`src/rtl/fifo_wr_arbiter_pkg.sv`:
```
// fifo_arb_pkg: shared types and limits for the FIFO write-side arbiter.
//   arb_state_e : arbitration state (IDLE, LOCKED)
//   MAX_NUM_REQ : largest supported producer count
// The burst-lock feature is compiled in with FIFO_ARB_LOCK_EN.
package fifo_arb_pkg;

    localparam int unsigned MAX_NUM_REQ = 16;

    typedef enum logic {
        IDLE   = 1'b0,
        LOCKED = 1'b1
    } arb_state_e;

endpackage

```
`src/rtl/fifo_wr_arbiter_rr_pick.sv`:
```
// rr_pick: combinational round-robin picker.
//   req_valid   in  NUM_REQ      per-producer request
//   rr_ptr      in  IDX_W        highest-priority index
//   grant_valid out 1            some producer is requesting
//   grant_idx   out IDX_W        first requester at or after rr_ptr (mod NUM_REQ), 0 if none
module rr_pick #(
    parameter int unsigned NUM_REQ = 4,
    localparam int unsigned IDX_W  = $clog2(NUM_REQ)
) (
    input  logic [NUM_REQ-1:0] req_valid,
    input  logic [IDX_W-1:0]   rr_ptr,
    output logic               grant_valid,
    output logic [IDX_W-1:0]   grant_idx
);

    logic [IDX_W:0] pos;

    // Scan from farthest to nearest so the nearest requester wins.
    always_comb begin
        grant_valid = 1'b0;
        grant_idx   = '0;
        pos         = '0;
        for (int k = NUM_REQ - 1; k >= 0; k--) begin
            pos = {1'b0, rr_ptr} + (IDX_W + 1)'(k);
            if (pos >= (IDX_W + 1)'(NUM_REQ)) begin
                pos = pos - (IDX_W + 1)'(NUM_REQ);
            end
            if (req_valid[pos[IDX_W-1:0]]) begin
                grant_valid = 1'b1;
                grant_idx   = pos[IDX_W-1:0];
            end
        end
    end

endmodule

```
`src/rtl/fifo_wr_arbiter.sv`:
```
// fifo_wr_arbiter: round-robin arbiter sharing one FIFO write port among NUM_REQ producers.
//   clk, n_rst            clock, asynchronous active-low reset
//   req_valid/req_ready   per-producer handshake (req_ready one-hot or zero)
//   req_data              producer i at [i*DATA_WIDTH +: DATA_WIDTH]
//   req_last              final beat of a burst (lock build only)
//   fifo_wr_en/data_in    FIFO write port; fifo_full back-pressures all producers
//   grant_id              selected producer, 0 when none
//   locked                burst lock held (constant 0 without the lock build)
// Define FIFO_ARB_LOCK_EN to hold the grant for up to MAX_BURST beats per packet.
module fifo_wr_arbiter
    import fifo_arb_pkg::*;
#(
    parameter int unsigned NUM_REQ    = 4,
    parameter int unsigned DATA_WIDTH = 8,
    parameter int unsigned MAX_BURST  = 8,
    localparam int unsigned IDX_W     = $clog2(NUM_REQ)
) (
    input  logic                          clk,
    input  logic                          n_rst,
    input  logic [NUM_REQ-1:0]            req_valid,
    input  logic [NUM_REQ*DATA_WIDTH-1:0] req_data,
    input  logic [NUM_REQ-1:0]            req_last,
    output logic [NUM_REQ-1:0]            req_ready,
    output logic                          fifo_wr_en,
    output logic [DATA_WIDTH-1:0]         fifo_data_in,
    input  logic                          fifo_full,
    output logic [IDX_W-1:0]              grant_id,
    output logic                          locked
);

    logic [IDX_W-1:0] rr_ptr_q, rr_ptr_d;
    logic             pick_valid;
    logic [IDX_W-1:0] pick_idx;
    logic             grant_valid;
    logic [IDX_W-1:0] grant_idx;
    logic [IDX_W-1:0] grant_next;

    rr_pick #(
        .NUM_REQ (NUM_REQ)
    ) u_rr_pick (
        .req_valid   (req_valid),
        .rr_ptr      (rr_ptr_q),
        .grant_valid (pick_valid),
        .grant_idx   (pick_idx)
    );

`ifdef FIFO_ARB_LOCK_EN
    localparam int unsigned CNT_W = $clog2(MAX_BURST + 1);

    arb_state_e       state_q, state_d;
    logic [IDX_W-1:0] owner_q, owner_d;
    logic [CNT_W-1:0] beat_cnt_q, beat_cnt_d;

    // While locked only the owner may be granted, even if it is idle this cycle.
    always_comb begin
        if (state_q == LOCKED) begin
            grant_valid = req_valid[owner_q];
            grant_idx   = owner_q;
        end else begin
            grant_valid = pick_valid;
            grant_idx   = pick_idx;
        end
    end

    assign locked = (state_q == LOCKED);
`else
    logic unused_lock_inputs;
    assign unused_lock_inputs = ^req_last;

    assign grant_valid = pick_valid;
    assign grant_idx   = pick_idx;
    assign locked      = 1'b0;
`endif

    // Outputs are gated by n_rst so nothing is granted while reset is asserted.
    always_comb begin
        fifo_wr_en   = n_rst & grant_valid & ~fifo_full;
        req_ready    = '0;
        req_ready[grant_idx] = fifo_wr_en;
        grant_id     = (n_rst && grant_valid) ? grant_idx : '0;
        fifo_data_in = req_data[grant_idx*DATA_WIDTH +: DATA_WIDTH];
    end

`ifdef FIFO_ARB_LOCK_EN
    assign grant_next = (owner_q == IDX_W'(NUM_REQ - 1)) ? '0 : owner_q + 1'b1;
`else
    assign grant_next = '0;
`endif

    logic [IDX_W-1:0] pick_next;
    assign pick_next = (grant_idx == IDX_W'(NUM_REQ - 1)) ? '0 : grant_idx + 1'b1;

    always_comb begin
        rr_ptr_d = rr_ptr_q;
`ifdef FIFO_ARB_LOCK_EN
        state_d    = state_q;
        owner_d    = owner_q;
        beat_cnt_d = beat_cnt_q;
        if (fifo_wr_en) begin
            unique case (state_q)
                IDLE: begin
                    if (req_last[grant_idx] || MAX_BURST == 1) begin
                        rr_ptr_d = pick_next;
                    end else begin
                        state_d    = LOCKED;
                        owner_d    = grant_idx;
                        beat_cnt_d = CNT_W'(1);
                    end
                end
                LOCKED: begin
                    beat_cnt_d = beat_cnt_q + 1'b1;
                    if (req_last[owner_q] || (beat_cnt_q + 1'b1) == CNT_W'(MAX_BURST)) begin
                        state_d    = IDLE;
                        rr_ptr_d   = grant_next;
                        beat_cnt_d = '0;
                    end
                end
                default: state_d = IDLE;
            endcase
        end
`else
        if (fifo_wr_en) begin
            rr_ptr_d = pick_next;
        end
`endif
    end

    always_ff @(posedge clk or negedge n_rst) begin
        if (!n_rst) begin
            rr_ptr_q   <= '0;
`ifdef FIFO_ARB_LOCK_EN
            state_q    <= IDLE;
            owner_q    <= '0;
            beat_cnt_q <= '0;
`endif
        end else begin
            rr_ptr_q   <= rr_ptr_d;
`ifdef FIFO_ARB_LOCK_EN
            state_q    <= state_d;
            owner_q    <= owner_d;
            beat_cnt_q <= beat_cnt_d;
`endif
        end
    end

endmodule

```
`config.mk`:
```
export PLATFORM = sky130hd
export DESIGN_NAME = fifo_wr_arbiter
export DESIGN_NICKNAME = d
export VERILOG_FILES = /design/src/rtl/fifo_wr_arbiter_pkg.sv /design/src/rtl/fifo_wr_arbiter_rr_pick.sv /design/src/rtl/fifo_wr_arbiter.sv
export SDC_FILE = /design/constraint.sdc
export NUM_CORES = 1
export LEC_CHECK = 0
export ABC_AREA = 1
export CAP_MARGIN = 20
export CORE_ASPECT_RATIO = 0.9
export CORE_UTILIZATION = 24
export CTS_CLUSTER_DIAMETER = 50
export DETAILED_ROUTE_END_ITERATION = 8
export PLACE_DENSITY_LB_ADDON = 0.08
export SKIP_CTS_REPAIR_TIMING = 1
export SLEW_MARGIN = 15
export SYNTH_ARGS = -nofsm -noshare
export SYNTH_HDL_FRONTEND = slang
export SYNTH_SLANG_ARGS = --single-unit
```
`constraint.sdc`:
```
create_clock -name clk -period 3.15 [get_ports clk]
set_input_delay 0.63 -clock clk [delete_from_list [all_inputs] [get_ports clk]]
set_output_delay 0.63 -clock clk [all_outputs]
set_load 0.01 [all_outputs]
```
==> results summary, run 1 <==
The type of destination of the critical path is an output pin. The number of I/O port buffers is 53. The final worst setup slack is -0.1585 ns. The total global routing overflow is 0. For this configuration, the core starts out at a cell density of 25.47%. Summing internal, switching and leakage power gives 1.664 mW. The congestion estimate from routability-driven global placement came to 0.7000. The count of inserted antenna diode cells came out at 0. The kind of critical path is input pin to output pin. The top-level I/O count is 59. The tightest min-delay check is of the input pin to asynchronous set/reset pin type. The share of the yosys chip area belonging to registers came out at 6.359%.

In this run the number of H-tree levels came out at 1. Hold timing on the final database bottoms out at a slack of 0.5828 ns. The largest stage delay on the critical path came out at 0.53 ns. For the worst flop-to-flop path, the logic depth is 11. Among the stages of the critical path, the cell type that occurs most often is sky130_fd_sc_hd__nand2_1. In the final layout, the registers with the most flip-flops are rr_ptr_q: 2 flops.

The final setup violation count is 8. The post-synthesis cell type count came out at 24. The post-synth net total is 200. The family of cells with the greatest summed delay on the critical path is buffers and inverters. The TritonCTS clock tree is yes.

The worst register-to-register path begins at rr_ptr_q[0]. The final reports fail on setup timing. The multi-input combinational cells in the finished layout cover a total of 533.0 um2. The number of global-route vias before repair was 1,067. The die height is 56.33 um. The startpoint kind of the worst setup timing path is an input pin. On the final layout, the worst clock skew is 0.002594 ns. The worst relative slew slack came out at 66.36%. The final clock period utilization by the worst path is 105.0%. The smallest clock period supported by the final layout is computed as 3.309 ns.

Entering global routing, the biggest net connects 17 pins. The source-to-sink clock delay at the later pin of the worst-skew pair is 0.22 ns. Summed over all nets, the half-perimeter wirelength after detailed placement is 2035 um. The overall routed net length came out at 2455 um. The detailed router placed 1,121 vias in this run. The total CTS buffers is 3. The power per cell area is 1130 nW/um2.

The number of core rows is 19. The clock passes through at most 2 buffers. CTS saw 2 sinks. The total leakage power is 0.8491 nW. The area used by sequential logic in the layout is 50.05 um2. The count of nets left with antenna violations once routing finished came out at 0. The die covers 3512 um2.

The DRC violation count after routing is 0. The total count of hold-check failures in the final report came out at 0. In this run the critical register-to-register path is captured at rr_ptr_q[1]. CTS placed an instance of sky130_fd_sc_hd__clkbuf_4 at the clock tree root. Dividing the detail-routed via count by the number of cells gives 4.295.

The wire length of the first global-routing pass is 4271 um. The run finished, with violations left. The width of the die is 62.36 um.

The signal arrival time at the worst endpoint came out at 2.68 ns. The first-pass iteration count of the detailed router is 4. For this block, the initial DRC count from the detailed router was 43. The total negative slack came out at -0.7661 ns. The number of instances in the synthesized netlist is 156.

For this run, the top clock speed supported by timing is 302.3 MHz. The number of synthesized register bits came out at 2. The flop-to-flop setup slack is 1.19 ns. Of the cells placed in the final design, the portion with a size suffix greater than 1 is 14.16%. Ranked by flip-flop count, first place goes to rr_ptr_q. The clock slew seen by the registers of the worst setup and hold paths came out at 0.03 ns. The transition time at the pin with the least slew margin is 0.5046 ns. The area added between synthesis and finish came out at 87.12%. After floorplanning, the core was sized to cover 3090 um2.

The net count reported at finish came out at 265. The number of antenna violations at the first check in global routing came out at 0. At the worst endpoint, the required time is 2.52 ns. Traced cell by cell, the critical path runs through clkdlybuf4s50_1, inv_1, o21ai_2, nand2_1, nand3_2, nand2_2, nand2_4, nand2_8, buf_4, nand2_1, nand3_1, nand2_1, clkdlybuf4s50_1. Together, buffers and inverters on the worst path number 4.

Setup repair after global routing could not meet its margin everywhere. The average instance area after synthesis came out at 5.045 um2. The final number of max-transition violations came out at 0. On the critical path, the stage with the largest delay is an instance of sky130_fd_sc_hd__clkdlybuf4s50_1. The flip-flop count of the largest register, all copies and words added came out at 2.

The max-capacitance violation count is 0. The top fanout value on the critical path came out at 8. The core utilization of the finished layout is 47.65%. The total of warnings raised by yosys came out at 0.

Global routing used 14.70% of the available tracks. The average wire per standard cell came out at 9.406 um. The pre-CTS worst setup slack is -0.1594 ns.

The mapped cell area came out at 787.0 um2. The number of fill cells in the layout came out at 334. Across the VDD grid, the largest voltage drop is 0.4226 mV.
cell usage after synthesis:
| cell | instances | share of area [%] |
|---|---|---|
| sky130_fd_sc_hd__buf_2 | 1 | 0.64 |
| sky130_fd_sc_hd__buf_4 | 3 | 2.9 |
| sky130_fd_sc_hd__buf_6 | 1 | 1.4 |
| sky130_fd_sc_hd__buf_8 | 1 | 1.9 |
| sky130_fd_sc_hd__clkinv_1 | 1 | 0.48 |
| sky130_fd_sc_hd__conb_1 | 1 | 0.48 |
| sky130_fd_sc_hd__dfrtp_1 | 2 | 6.4 |
| sky130_fd_sc_hd__ha_1 | 1 | 1.6 |
| sky130_fd_sc_hd__inv_1 | 39 | 19 |
| sky130_fd_sc_hd__inv_2 | 3 | 1.4 |
| sky130_fd_sc_hd__nand2_1 | 43 | 21 |
| sky130_fd_sc_hd__nand2_2 | 2 | 1.6 |
| sky130_fd_sc_hd__nand2_4 | 1 | 1.4 |
| sky130_fd_sc_hd__nand2_8 | 1 | 2.5 |
| sky130_fd_sc_hd__nand3_1 | 40 | 25 |
| sky130_fd_sc_hd__nand3_2 | 1 | 1.3 |
| sky130_fd_sc_hd__nand3_4 | 1 | 2.2 |
| sky130_fd_sc_hd__nor2_1 | 6 | 2.9 |
| sky130_fd_sc_hd__nor2_2 | 2 | 1.6 |
| sky130_fd_sc_hd__nor3_1 | 1 | 0.64 |
| sky130_fd_sc_hd__o21ai_0 | 1 | 0.64 |
| sky130_fd_sc_hd__o21ai_1 | 2 | 1.3 |
| sky130_fd_sc_hd__o21ai_2 | 1 | 1.1 |
| sky130_fd_sc_hd__xnor2_1 | 1 | 1.1 |
routing by layer:
| layer | GRT usage, % | vias up | routed length (um) |
|---|---|---|---|
| li1 | - | 599 | - |
| met5 | 0 | - | 0 |
| met1 | 19.33 | 473 | 1188 |
| met3 | 2.439 | 0 | 147 |
| met2 | 25.12 | 49 | 1119 |
| met4 | 3.322 | 0 | 0 |
metrics by stage:
| stage | instances | cell area [um2] |
|---|---|---|
| floorplan | 156 | 787.0 |
| CTS | 261 | 1449 |
| global placement | 258 | 1426 |
| global route | 261 | 1473 |
| finish | 261 | 1473 |
| detailed placement | 258 | 1426 |
where the power goes:
| part | total, mW | internal, mW | switching, mW | leakage (nW) |
|---|---|---|---|---|
| Sequential | 0.0781 | 0.0384 | 0.0397 | 0.0244 |
| Clock | 0.0576 | 0.0421 | 0.0154 | 0.0138 |
| Combinational | 1.53 | 0.756 | 0.772 | 0.811 |
how the worst max path moves through the flow:
| stage | from | endpoint | cells after the start |
|---|---|---|---|
| after floorplan | req_valid[3] | req_ready[3] | 10 |
| after global placement | req_valid[3] | fifo_data_in[1] | 13 |
| after detailed placement | req_valid[1] | fifo_data_in[2] | 13 |
| after CTS | req_valid[1] | fifo_data_in[0] | 13 |
| after global routing | req_valid[0] | fifo_data_in[0] | 13 |
| final | req_valid[3] | fifo_data_in[0] | 13 |
cell usage in the layout (no fill, tap or decap), types with 2 or more instances in the layout:
cell type	netlist	layout
sky130_fd_sc_hd__clkdlybuf4s50_1	0	48
sky130_fd_sc_hd__nand2_1	43	42
sky130_fd_sc_hd__inv_2	3	3
sky130_fd_sc_hd__o21ai_2	1	2
sky130_fd_sc_hd__nand3_2	1	2
sky130_fd_sc_hd__inv_1	39	39
sky130_fd_sc_hd__buf_4	3	12
sky130_fd_sc_hd__dlymetal6s2s_1	0	5
sky130_fd_sc_hd__nand2_2	2	3
sky130_fd_sc_hd__dfrtp_1	2	2
sky130_fd_sc_hd__nand3_1	40	39
sky130_fd_sc_hd__clkbuf_4	0	3
sky130_fd_sc_hd__nor2_2	2	2
sky130_fd_sc_hd__nor2_1	6	6
area by class of cell:
type | count | area share [%]
clock buffers | 3 | 1.529
multi-input cells | 105 | 36.19
flip-flops and latches | 2 | 3.398
repair buffers | 66 | 44.35
well taps | 42 | 3.568
inverters | 43 | 10.96
logic make-up (layout without fill, tap and decap cells):
kind of cell	Yosys count	count (layout)	share of synthesized area, %
flops	2	2	6.360
other cells	1	1	0.4765
xor+xnor	1	1	1.113
compound gates	4	4	3.020
buf+inv	49	112	27.34
simple gates	98	98	60.09
fa+ha+maj	1	1	1.590
(Power assumes the default switching activity.)
==> run 2: changes to the inputs <==
Settings changed: CTS_CLUSTER_DIAMETER 50 to 80, PLACE_DENSITY_LB_ADDON 0.08 to unset.
==> results summary, run 2 (synthesis results as in run 1) <==
The layout cell share with drive strength beyond 1 is 14.48%. Summed over all nets, the switching power comes to 802.0 uW. The critical path is of the input pin to output pin type.

The DRC violation count after routing is 0. The overall fraction of global-route tracks in use is 14.01%. Setup repair after global routing could not meet its margin everywhere. The number of core rows is 19. The maximum achievable frequency is 311.7 MHz. The largest stage delay on the critical path came out at 0.54 ns. The final number of max-transition violations came to 0. The total count of hold-check failures in the final report came out at 0. The die is 62.36 um wide.

The top fanout value on the critical path is 7. The required time of the worst setup path is 2.52 ns. The signal arrival time at the worst endpoint is 2.58 ns. In this run, the number of DRC markers left after iteration 0 of detailed routing was 15. During I/O placement, the number of pins put on the boundary was 59. In this run the power density over the cells is 1080 nW/um2. The core area is 3090 um2. The count of inserted antenna diode cells came out at 0. The number of I/O port buffers came out at 53. The clock network accounts for 3.4% of the total power. The first global-routing pass estimated 4084 um of wire.

From synthesis to final layout, the design area changed by 92.85%. The critical path goes through clkdlybuf4s50_1, inv_1, o21ai_2, nand2_1, nand2_1, nand3_1, nand3_4, clkinv_1, buf_4, nor2_1, clkdlybuf4s50_1. STA classifies the critical path endpoint as an output pin. The finished cells cover 1518 um2. The net count of the finished layout is 267. Across all layers, the routed design uses 1,055 vias. The largest registers in the layout are rr_ptr_q: 2 flops. TritonCTS built the clock tree. The number of global-route vias before repair is 1,029. After detailed routing, the total wire length is 2208 um. The net switching share of the total power is 48.92%. The worst path buffer plus inverter count came out at 5. The die is 56.33 um tall. The combinational share of power is 92.1%. The run finished, with violations left. The pin count of the biggest net entering global routing came out at 17.

The cell-internal power came out at 837.3 uW. The clock slew seen by the registers of the worst setup and hold paths came out at 0.03 ns. The final setup violation count came out at 1. The largest register by flop count is rr_ptr_q. Summed over all cells, the static leakage comes to 0.9620 nW. The clock sink total is 2. The worst supply voltage drop on vdd is 0.5530 mV. The global placer's final weighted congestion came out at 0.8220. The classification of the worst-slack hold path is input pin to asynchronous set/reset pin.

The total CTS buffers came out at 3. The max-capacitance violation count came out at 0. The final reports fail on setup timing. The startpoint kind of the worst setup timing path is an input pin. The die covers 3512 um2. The starting utilization of the core area came out at 25.47%. Once layout is complete, the utilization of the core stands at 49.11%.

The first-pass iteration count of the detailed router is 2. In the post-route analysis, the smallest setup slack over all paths is -0.05820 ns. Dividing the detail-routed via count by the number of cells gives 4.011. The root buffer cell chosen for the clock tree is sky130_fd_sc_hd__clkbuf_4. The cell family contributing the most delay on the critical path is buffers and inverters. The cell area reported after detailed placement is 1441 um2. The library cell used most frequently in the layout, excluding fill and tap cells, is sky130_fd_sc_hd__nand2_1.

The total overflow left after global routing is 0. The final clock period utilization by the worst path came out at 101.8%. Summed over all nets, the half-perimeter wirelength after detailed placement is 1857 um. The buffer depth of the longest clock path is 2. Sequential cells account for 4.5% of the total power.

The average wire per standard cell is 8.395 um. The flip-flop count of the largest register, all copies and words added came out at 2. The clock reaches the later pin of the worst-skew pair after 0.22 ns.

The time the final worst path needs with I/O delays and setup is 3.208 ns. The H-tree depth reported by CTS came out at 1. Among all stages on the critical path, the largest delay is contributed by sky130_fd_sc_hd__clkdlybuf4s50_1. The setup skew after layout is 0.005617 ns. The top cell types in the final layout, fill and taps aside, are sky130_fd_sc_hd__nand2_1 (43), sky130_fd_sc_hd__clkdlybuf4s50_1 (40), sky130_fd_sc_hd__inv_1 (39), sky130_fd_sc_hd__nand3_1 (39), sky130_fd_sc_hd__buf_4 (14). The number of antenna violations at the first check in global routing was 0. The antenna violation net count after detailed routing is 0.
## run 2: path summary, 6_finish.rpt
path | start | endpoint | slack [ns] | cells after the start
max | req_valid[3] | req_ready[2] | -0.06 | 11
min | n_rst | rr_ptr_q[1] | 0.58 | 1
max reg2reg | rr_ptr_q[0] | rr_ptr_q[1] | 1.27 | 10
min reg2reg | rr_ptr_q[1] | rr_ptr_q[1] | 0.69 | 2
max in group asynchronous | n_rst | rr_ptr_q[0] | 2.43 | 1
min in group clk | rr_ptr_q[1] | rr_ptr_q[1] | 0.69 | 2
## run 2: stage by stage
step / setup TNS, ns / setup WS, ns / hold slack, ns / std cells / power (mW)
finish: -0.05820 / -0.05820 / 0.5808 / 263 / 1.639
global route: -0.1839 / -0.1839 / 0.5814 / 263 / 1.839
CTS: -1.870 / -0.1986 / 0.5759 / 263 / 1.702
detailed placement: -1.694 / -0.1781 / 0.6807 / 260 / 1.636
global placement: -1.460 / -0.1639 / 0.6833 / 260 / 1.632
floorplan: 0 / 0.7785 / 0.3344 / 156 / 0.9616
## run 2: power by group through the flow
stage / Combinational, mW / Sequential (mW) / Clock [mW]
floorplan: 0.910 / 0.0511 / 0
global placement: 1.56 / 0.0736 / 0
detailed placement: 1.56 / 0.0734 / 0
CTS: 1.57 / 0.0730 / 0.0580
global route: 1.70 / 0.0769 / 0.0609
finish: 1.51 / 0.0742 / 0.0550
## run 2: area by class of cell
cell class / count / area [um2]
Inverter: 43 / 161.4
Timing Repair Buffer: 68 / 688.2
Tap cell: 42 / 52.55
Sequential cell: 2 / 50.05
Clock buffer: 3 / 22.52
Multi-Input combinational cell: 105 / 543.0
Fill cell: 344 / 1573
## run 2: routing by layer
layer  up-vias  global-route usage, %  routed length (um)
li1        601                      -                   -
met1       425                  17.24                1028
met2        29                  25.59                1042
met3         0                  2.236                 137
met4         0                  2.990                   0
met5         -                      0                   0
